<file path="config.mk">
export PLATFORM = sky130hd
export DESIGN_NAME = text_mem_arbiter_flat
export DESIGN_NICKNAME = d
export VERILOG_FILES = /design/src/rtl/text_mem_arbiter_if.sv /design/src/rtl/text_mem_arbiter.sv /design/src/flat_wrapper.sv
export SDC_FILE = /design/constraint.sdc
export NUM_CORES = 1
export LEC_CHECK = 0
export CAP_MARGIN = 25
export CORE_ASPECT_RATIO = 0.9
export CORE_MARGIN = 1
export CORE_UTILIZATION = 47
export CTS_BUF_LIST = sky130_fd_sc_hd__clkbuf_4 sky130_fd_sc_hd__clkbuf_8
export CTS_CLUSTER_DIAMETER = 150
export DETAILED_ROUTE_END_ITERATION = 12
export GPL_TIMING_DRIVEN = 0
export PLACE_DENSITY = 0.83
export SLEW_MARGIN = 10
export SYNTH_ARGS = -nofsm -noshare
export SYNTH_HDL_FRONTEND = slang
export SYNTH_SLANG_ARGS = --single-unit
</file>
<file path="constraint.sdc">
create_clock -name clk -period 2.45 [get_ports clk]
set_clock_uncertainty 0.2 [all_clocks]
set_input_delay 0.3675 -clock clk [delete_from_list [all_inputs] [get_ports clk]]
set_output_delay 0.3675 -clock clk [all_outputs]
set_load 0.01 [all_outputs]
</file>
<file path="src/rtl/text_mem_arbiter_if.sv">
// text_mem_arbiter_if: host write channel into the text character RAM
interface text_mem_arbiter_if;
  logic        wr_req;
  logic [11:0] wr_addr;
  logic [6:0]  wr_data;
  logic        wr_ack;
  logic        wr_err;
  modport master(output wr_req, wr_addr, wr_data, input wr_ack, wr_err);
  modport slave(input wr_req, wr_addr, wr_data, output wr_ack, wr_err);
endinterface

</file>
<file path="src/rtl/text_mem_arbiter.sv">
// text_mem_arbiter: shares a single-port char RAM between text-mode display fetches and host writes
module text_mem_arbiter #(
  parameter int COLS = 80,
  parameter int ROWS = 30
) (
  input  logic                clk,
  input  logic                reset,
  input  logic [9:0]          pixel_x,
  input  logic [9:0]          pixel_y,
  input  logic                video_on,
  text_mem_arbiter_if.slave   host,
  output logic [11:0]         mem_addr,
  output logic                mem_we,
  output logic [6:0]          mem_wdata,
  input  logic [6:0]          mem_rdata,
  output logic [10:0]         rom_addr,
  input  logic [7:0]          rom_data,
  output logic                pixel_bit
);
  localparam int CELLS = COLS * ROWS;
  localparam int LINES = ROWS * 16;
  typedef enum logic [1:0] {IDLE, FETCH, WRITE} state_t;
  state_t      state;
  logic [6:0]  char_q;
  logic [7:0]  font_q;
  logic [3:0]  font_row;
  logic        f1, f2;
  logic        cell_slot, wrap_slot, slot, in_range;
  logic [9:0]  y_next;
  logic [5:0]  f_row;
  logic [6:0]  f_col;
  logic [3:0]  f_line;
  logic [11:0] f_addr;
  // Decode whether the current x is the cycle before a fetch slot and which cell it loads
  always_comb begin
    y_next    = pixel_y == 10'd524 ? 10'd0 : pixel_y + 10'd1;
    cell_slot = pixel_y < 10'(LINES) && pixel_x[2:0] == 3'd4 && pixel_x < 10'(8 * (COLS - 1));
    wrap_slot = pixel_x == 10'd796 && (pixel_y < 10'(LINES - 1) || pixel_y == 10'd524);
    slot      = cell_slot || wrap_slot;
    f_row     = wrap_slot ? y_next[9:4] : pixel_y[9:4];
    f_col     = wrap_slot ? 7'd0 : pixel_x[9:3] + 7'd1;
    f_line    = wrap_slot ? y_next[3:0] : pixel_y[3:0];
    f_addr    = 12'(f_row * COLS) + 12'(f_col);
    in_range  = host.wr_addr < 12'(CELLS);
  end
  // Display slots pre-empt host writes; a new write needs wr_ack low in the prior cycle
  always_ff @(posedge clk or negedge reset) begin
    if (!reset) begin
      state       <= IDLE;
      mem_addr    <= '0;
      mem_we      <= 1'b0;
      mem_wdata   <= '0;
      host.wr_ack <= 1'b0;
      host.wr_err <= 1'b0;
      font_row    <= '0;
    end else if (slot) begin
      state       <= FETCH;
      mem_addr    <= f_addr;
      mem_we      <= 1'b0;
      host.wr_ack <= 1'b0;
      host.wr_err <= 1'b0;
      font_row    <= f_line;
    end else if (host.wr_req && !host.wr_ack) begin
      state       <= WRITE;
      mem_we      <= in_range;
      host.wr_ack <= 1'b1;
      host.wr_err <= !in_range;
      mem_addr    <= in_range ? host.wr_addr : mem_addr;
      mem_wdata   <= in_range ? host.wr_data : mem_wdata;
    end else begin
      state       <= IDLE;
      mem_we      <= 1'b0;
      host.wr_ack <= 1'b0;
      host.wr_err <= 1'b0;
    end
  end
  // Two-stage char/font pipeline trailing each fetch so a cell lands on its own 8 pixels
  always_ff @(posedge clk or negedge reset) begin
    if (!reset) begin
      f1     <= 1'b0;
      f2     <= 1'b0;
      char_q <= '0;
      font_q <= '0;
    end else begin
      f1     <= state == FETCH;
      f2     <= f1;
      char_q <= f1 ? mem_rdata : char_q;
      font_q <= f2 ? rom_data : font_q;
    end
  end
  assign rom_addr  = {char_q, font_row};
  assign pixel_bit = font_q[3'd7 - pixel_x[2:0]] & video_on;
endmodule

</file>
<file path="src/flat_wrapper.sv">
// flat-port wrapper written by rule: the top's interface ports become plain ports
module text_mem_arbiter_flat 
#(
  parameter int COLS = 80,
  parameter int ROWS = 30
)
  (clk, reset, pixel_x, pixel_y, video_on, mem_addr, mem_we, mem_wdata, mem_rdata, rom_addr, rom_data, pixel_bit, host_wr_req, host_wr_addr, host_wr_data, host_wr_ack, host_wr_err);
  text_mem_arbiter_if host_i ();
  input  logic clk;
  input  logic reset;
  input  logic [9:0] pixel_x;
  input  logic [9:0] pixel_y;
  input  logic video_on;
  output logic [11:0] mem_addr;
  output logic mem_we;
  output logic [6:0] mem_wdata;
  input  logic [6:0] mem_rdata;
  output logic [10:0] rom_addr;
  input  logic [7:0] rom_data;
  output logic pixel_bit;
  input wire logic [$bits(host_i.wr_req)-1:0] host_wr_req;
  input wire logic [$bits(host_i.wr_addr)-1:0] host_wr_addr;
  input wire logic [$bits(host_i.wr_data)-1:0] host_wr_data;
  output wire logic [$bits(host_i.wr_ack)-1:0] host_wr_ack;
  output wire logic [$bits(host_i.wr_err)-1:0] host_wr_err;
  assign host_i.wr_req = host_wr_req;
  assign host_i.wr_addr = host_wr_addr;
  assign host_i.wr_data = host_wr_data;
  assign host_wr_ack = host_i.wr_ack;
  assign host_wr_err = host_i.wr_err;
  text_mem_arbiter #(.COLS(COLS), .ROWS(ROWS)) u_core (.clk(clk), .reset(reset), .pixel_x(pixel_x), .pixel_y(pixel_y), .video_on(video_on), .host(host_i), .mem_addr(mem_addr), .mem_we(mem_we), .mem_wdata(mem_wdata), .mem_rdata(mem_rdata), .rom_addr(rom_addr), .rom_data(rom_data), .pixel_bit(pixel_bit));
endmodule
</file>
-- Word level (Yosys, flattened, before mapping)
Cells that the tools add are included.
- output and inout bits: 34
- logic and storage cells: 56
- flip-flop bits (word level): 45
- bits of input ports: 58
- multiplexer cells: 17
- $mul: 1
- reduce and logical (&&, ||, !) cells: 12
- bitwise gates (word level): 2
- magnitude comparators: 5
- $add $sub $neg: 4
- equality and inequality tests: 4
- operators by type and width (operator ; number):
    $mux W12 ; 3
    $eq A10 B10 Y1 const B ; 2
    $lt A10 B9 Y1 const B ; 2
    $add A12 B7 Y12 ; 1
    $lt A12 B12 Y1 const B ; 1
    $add A10 B1 Y10 const B ; 1
    $lt A10 B10 Y1 const B ; 1
    $mux W10 ; 1
    $mul A6 B3 Y8 const B ; 1
    $add A7 B1 Y7 const B ; 1
    $mux W1 ; 7
    $mux W7 ; 1
    $mux W6 ; 1
    $logic_and A1 B1 Y1 ; 4
    $lt A3 B4 Y1 const B ; 1
    $mux W2 ; 2
    $mux W4 ; 1
    $reduce_bool A2 Y1 ; 2
    $bmux W1 S3 ; 1
    $eq A3 B3 Y1 const B ; 1
    $reduce_and A3 Y1 ; 1
    $sub A3 B3 Y3 const A ; 1
    $eq A2 B1 Y1 const B ; 1
    $logic_not A1 Y1 ; 2
    4 further kinds ; 5

-- Logic depth before layout (Yosys ltp)
- depth in word-level cells: 7
- mapped depth: 16
- mapped depth without buffers: 15

-- Least setup slack after synthesis
OpenSTA, ideal clock, no wires.
- path type: input-to-reg
- from: input port pixel_y[5]
- to: register u_core.mem_addr[11]
- data arrival time: 3.372 ns
- path slack: -1.252 ns
- data required time: 2.121 ns
- stages on the path: 15
- setup time: 0.129 ns
- buffers on the path: 2
- cells stage by stage: buf_2 nor4bb_1 nand3_1 a21oi_4 buf_2 nand4_1 xnor2_1 ha_1 ha_1 fa_1 xor2_1 nand3_1 nor4_1 xor2_1 mux2i_1
- cells in the longest elaborated chain, start to end: 7
- elaborated cells on any way between the ends: 18
- classes of those cells: add/sub (2); mul (1); order compare (2); eq/ne (1); mux (4); reduce/logical (8)
- ends and longest elaborated chain (item ; RTL line ; RTL):
    from (decl) ; flat_wrapper.sv:12 ; input logic [9:0] pixel_y;
    $lt A10 B9 Y1 or $eq A10 B10 Y1 (tied branches) ; text_mem_arbiter.sv:38, text_mem_arbiter.sv:36 ;
    $logic_or A1 B1 Y1 ; text_mem_arbiter.sv:38 ; wrap_slot = pixel_x == 10'd796 && (pixel_y < 10'(LINES - 1) || pixel_y == 10'd524);
    $logic_and A1 B1 Y1 ; text_mem_arbiter.sv:38 ;
    $mux W6 ; text_mem_arbiter.sv:40 ; f_row = wrap_slot ? y_next[9:4] : pixel_y[9:4];
    $mul A6 B3 Y8 ; text_mem_arbiter.sv:43 ; f_addr = 12'(f_row * COLS) + 12'(f_col);
    $add A12 B7 Y12 ; text_mem_arbiter.sv:43 ;
    $mux W12 ; text_mem_arbiter.sv:56 ; end else if (slot) begin
    to (signal assigned) ; text_mem_arbiter.sv:58 ; mem_addr <= f_addr;
    to (signal assigned) ; text_mem_arbiter.sv:68 ; mem_addr <= in_range ? host.wr_addr : mem_addr;
    to (decl) ; text_mem_arbiter.sv:12 ; output logic [11:0] mem_addr,
Parallel ways exist; a longest one is shown, timed or not.
A chain may end at the register's enable or synchronous reset.

-- Final worst setup path
- from: input port pixel_y[0]
- to: register u_core.mem_addr[11]
The elaborated chain is that of the path after synthesis.

==> impl_summary.txt <==
----------------------------------------------------
[Synthesis]
  Cell area after synthesis ... around 2600 um^2
  Leading area contributor after synthesis ... dfrtp_1
  Top cell type's share of synthesized area ... 0.419
  Seq cells post-synth ... 44
  Post-Synthesis Cells ... between 200 and 250
  Number of nets in the synthesized netlist ... around 310
  Number of enable-type register cells in the synthesized netlist ... 0
  Mean instance size in the synthesized netlist ... 11.2 um^2
  Adder and majority cell fraction of the synthesized area ... 0.0820
  Fraction of synthesized cell area in xor and xnor cells ... 0.0567
  Fraction of the mapped netlist area in simple logic gates ... 0.145
  Fraction of synthesized area in multiplexers ... 0.166
  Ys flop type ... dfrtp_1
  Dominant combinational cell family by area after synthesis ... multiplexers
  Compound-cell area share of the yosys netlist ... 0.105
  FFs w/ async S/R, synth ... 1.00
  Synth warn ... 0
  Share of the yosys chip area belonging to registers ... 0.419
  Count of distinct cell types in the synthesized netlist ... 46
  Cells taking the most area after synthesis ... dfrtp_1, mux2_2, ha_1, mux2i_1, xnor2_1

[Routing]
  Final routed wire length divided by cell count ... roughly 22 um
  Number of nets still failing antenna checks after routing ... 0
  Number of violations reported at the end of detailed-routing iteration 0 ... roughly 170
  DR pass1 iterations ... 4
  Routed vias/inst ... between 5 and 6
  DR DRC count ... 0
  Total wire length after detailed routing ... between 9 and 10 mm
  Overall via count from detail_route ... approximately 2700

[Timing]
  Final worst slack ... -1.02 ns
  Number of setup violations in the final report ... 11
  Setup repair after global routing missed its margin ... yes
  Final worst path period share ... 1.42
  Actual slew at the worst max-slew pin ... ~0.66 ns
  Max Clock Freq ... 0.288 GHz
  Final period demand of the worst path ... 3.47 ns
  Total Negative Setup Slacks ... -8.37 ns
  Number of hold violations in the final report ... 0
  Slew Limit Fails ... 0
  Relative slew slack ... 0.560

[Placed design]
  HPWL reported at the end of detailed placement ... slightly below 5 mm
  Placer Congestion ... approximately 0.9
  Number of input and output port buffers inserted ... 90
  Number of instances in the placed design ... around 390

[Power]
  Int Pwr ... ~0.0018 W
  Sw Pwr ... around 0.00078 W
  Sequential power share ... 0.377
  Highest ir drop seen on vdd ... between 0.3 and 0.4 mV
  Part of the total power dissipated in the clock network ... 0.228
  Static power due to leakage ... 2.01 nW
  Power density normalized to cell area ... 555 nW/um^2
  Combinational cell fraction of total power ... 0.395
  Fraction of power spent switching nets ... 0.305

[Layout]
  Area growth from synthesis to layout ... 75.7%
  NumNets Final ... about 460
  Antenna fix cells ... 0
  Share of final-layout standard cells stronger than drive strength 1 ... 0.419
  Most common cell after layout, fill and taps aside ... clkdlybuf4s50_1
  Layout filler cell count ... around 260
  Leading cell types in the layout, fill and taps excluded ... clkdlybuf4s50_1, dfrtp_1, buf_6
  Finished Layout Cells ... 451

[Global routing]
  Wire length of the first global-routing pass ... approximately 12 mm
  GR Overflow Total ... 0
  Via count of the first global-routing pass ... 2580
  Most crowded layer after global routing ... met2
  Met2 Resource Use GR ... 0.513
  Fraction of met1 tracks used by global routing ... 0.293
  Routing usage on met3 ... 0.0638
  Antenna violations before repair ... 0
  Overall global routing resource usage ... 0.275
  Pin count of the biggest net entering global routing ... 32

[Worst setup path]
  Kind of critical path ... in -> reg
  Data arrival at the endpoint of the critical path ... roughly 3.5 ns
  End of the worst register-to-register path ... u_core.mem_wdata[0]$_DFFE_PN0P_
  Delay of the slowest critical-path stage ... about 0.39 ns
  Worst R2R Path Depth ... 5
  Crit path capture ... u_core.mem_addr[11]$_DFFE_PN0P_
  Startpoint of the most critical setup path ... pixel_y[0]
  Crit path capture type ... flip-flop
  Cell mode on critical path ... ha_4
  CP cell instances ... buf_8 > inv_4 > ha_4 > nor4bb_4 > nand3_2 > a21oi_4 > buf_4 > and2_4 > xor2_4 > ha_4 > ha_4 > fa_2 > xor2_2 > nand3_2 > nor4_4 > xor2_1 > mux2i_1
  CP Launch Type ... primary input
  Data required, critical path ... between 2 and 2.5 ns
  Critical register-to-register path startpoint ... u_core.host.wr_ack$_DFF_PN0_
  Setup slack of the worst register-to-register path ... ~0.4 ns
  Biggest fanout along the worst timing path ... 4
  CP max-delay cell ... fa_2

[Hold path]
  Class of the most critical hold timing path ... reg -> reg

[Clock network]
  Clk sink count ... 44
  Clock buffer count from CTS ... 5
  Clock Latency Late Sink ... between 0.3 and 0.4 ns
  Clock tree from TritonCTS ... done
  Clk pin slew, worst setup/hold paths ... 0.09 ns
  Number of H-tree levels ... 2
  Root cell of the clock tree ... clkbuf_8
  Number of buffers on the longest clock path ... 2

[Status]
  Violations in the final reports ... negative setup slack
  Status ... finished with violations

[Floorplanning]
  Width of the die ... roughly 81 um
  Number of rows in the core area ... 25
  Die H ... approximately 73 um
  Area of the core region ... roughly 5300 um^2
  Die area ... roughly 5900 um^2
  Starting utilization of the core area ... 0.494
  Number of top-level pins ... 92

[Job]
  Max-cap check violation count ... 0

----------------------------------------------------
==> sequential cells by signal (all words and copies together) (netlist names) <==
signal	cells
u_core.host.wr_err	1
u_core.font_q	8
u_core.state	1
u_core.host.wr_ack	1
u_core.mem_addr	12
u_core.f2	1
u_core.mem_we	1
u_core.char_q	7
u_core.mem_wdata	7
u_core.font_row	4
u_core.f1	1
==> worst min-delay path by stage <==
| stage | start | end | cells past startpoint | slack (ns) |
|---|---|---|---|---|
| 2_1_floorplan | reset | u_core.char_q[0]$_DFFE_PN0P_ | 0 | -0.13 |
| 3_3_place_gp | u_core.f1$_DFF_PN0_ | u_core.f2$_DFF_PN0_ | 0 | 0.17 |
| 3_5_place_dp | reset | u_core.mem_wdata[2]$_DFFE_PN0P_ | 1 | 0.09 |
| 4_1_cts | pixel_y[0] | u_core.font_row[0]$_DFFE_PN0N_ | 2 | 0.12 |
| 5_1_grt | u_core.f1$_DFF_PN0_ | u_core.f2$_DFF_PN0_ | 0 | 0.20 |
| 6_report | u_core.f1$_DFF_PN0_ | u_core.f2$_DFF_PN0_ | 0 | 0.19 |
==> layout make-up <==
cell class	count	area, um^2	area share
multi-input combinational	174	1860	0.403
timing repair buffer	141	1360	0.296
sequential	44	1100	0.239
tap	67	83.8	0.0182
clock buffer	5	68.8	0.0149
clock inverter	3	46.3	0.0100
inverter	11	46.3	0.0100
buffer	6	43.8	0.00950
==> logic make-up after synthesis <==
| logic type | Yosys count |
|---|---|
| AOI/OAI and AO/OA | 37 |
| xor gates and xnor gates | 17 |
| adders and majority gates | 16 |
| buffers and inverters | 17 |
| DFF | 44 |
| muxes | 38 |
| and+or+nand+nor | 66 |
==> what timing repair did <==
| action | CTS | global route |
|---|---|---|
| hold buffers | 1 | 0 |
| hold endpoints to repair | 13 | 0 |
| setup endpoints to repair | 21 | 11 |
| pin swaps | 35 | 27 |
| buffers inserted | 32 | 29 |
| gates resized for setup | 114 | 54 |
==> synthesized netlist by cell type, types with 2 or more instances <==
| master | n |
|---|---|
| fa_1 | 2 |
| a211o_1 | 3 |
| a21o_1 | 3 |
| nand3b_1 | 4 |
| xor2_1 | 4 |
| nand4_1 | 3 |
| clkbuf_1 | 2 |
| nor4bb_1 | 2 |
| nor3_1 | 5 |
| dfrtp_1 | 44 |
| nor4_1 | 3 |
| mux2i_1 | 12 |
| a211oi_1 | 2 |
| and3_1 | 5 |
| nand2_1 | 8 |
| o32a_1 | 2 |
| o21ai_0 | 8 |
| nor2b_1 | 5 |
| inv_1 | 11 |
| and2_1 | 2 |
| xnor2_1 | 13 |
| or2_2 | 2 |
| ha_1 | 14 |
| a31oi_1 | 2 |
| mux4_2 | 2 |
| nand3_1 | 8 |
| a21oi_1 | 6 |
| nor2_1 | 13 |
| buf_2 | 4 |
| mux2_2 | 24 |
| a21oi_4 | 2 |
==> critical path: cells and delay by family <==
kind	cells	cell delay, ns
AOI/OAI and AO/OA	1	0.27
xor gates and xnor gates	3	0.65
muxes	1	0.09
buffers and inverters	3	0.31
adders and majority gates	4	0.93
and+or+nand+nor	5	0.84
==> power groups by stage <==
| stage | Combinational [W] | Clock (W) | Sequential (W) |
|---|---|---|---|
| floorplan | 0.000337 | 0 | 0.00102 |
| global placement | 0.000809 | 0 | 0.000963 |
| detailed placement | 0.000830 | 0 | 0.000974 |
| CTS | 0.000916 | 0.000581 | 0.000960 |
| global route | 0.00107 | 0.000608 | 0.000986 |
| finish | 0.00101 | 0.000584 | 0.000966 |
==> through the flow <==
| stage | hold slack, ns | instance area (um^2) | total power [W] | setup WS (ns) | util |
|---|---|---|---|---|---|
| after CTS | 0.119 | 4230 | 0.00246 | -0.996 | 0.796 |
| after floorplan | -0.128 | 2680 | 0.00136 | -1.02 | - |
| final | 0.194 | 4610 | 0.00256 | -1.02 | 0.867 |
| after global routing | 0.201 | 4610 | 0.00266 | -1.15 | 0.867 |
| after global placement | 0.174 | 3660 | 0.00177 | -2.02 | 0.689 |
| after detailed placement | 0.0893 | 3680 | 0.00180 | -2.10 | 0.692 |
==> layer usage <==
layer | vias up | part of all wire
li1 | 1147 | -
met5 | - | 0
met3 | 36 | 0.085
met2 | 161 | 0.50
met4 | 0 | 0.036
met1 | 1307 | 0.38
Power figures use the tool's default switching activity.
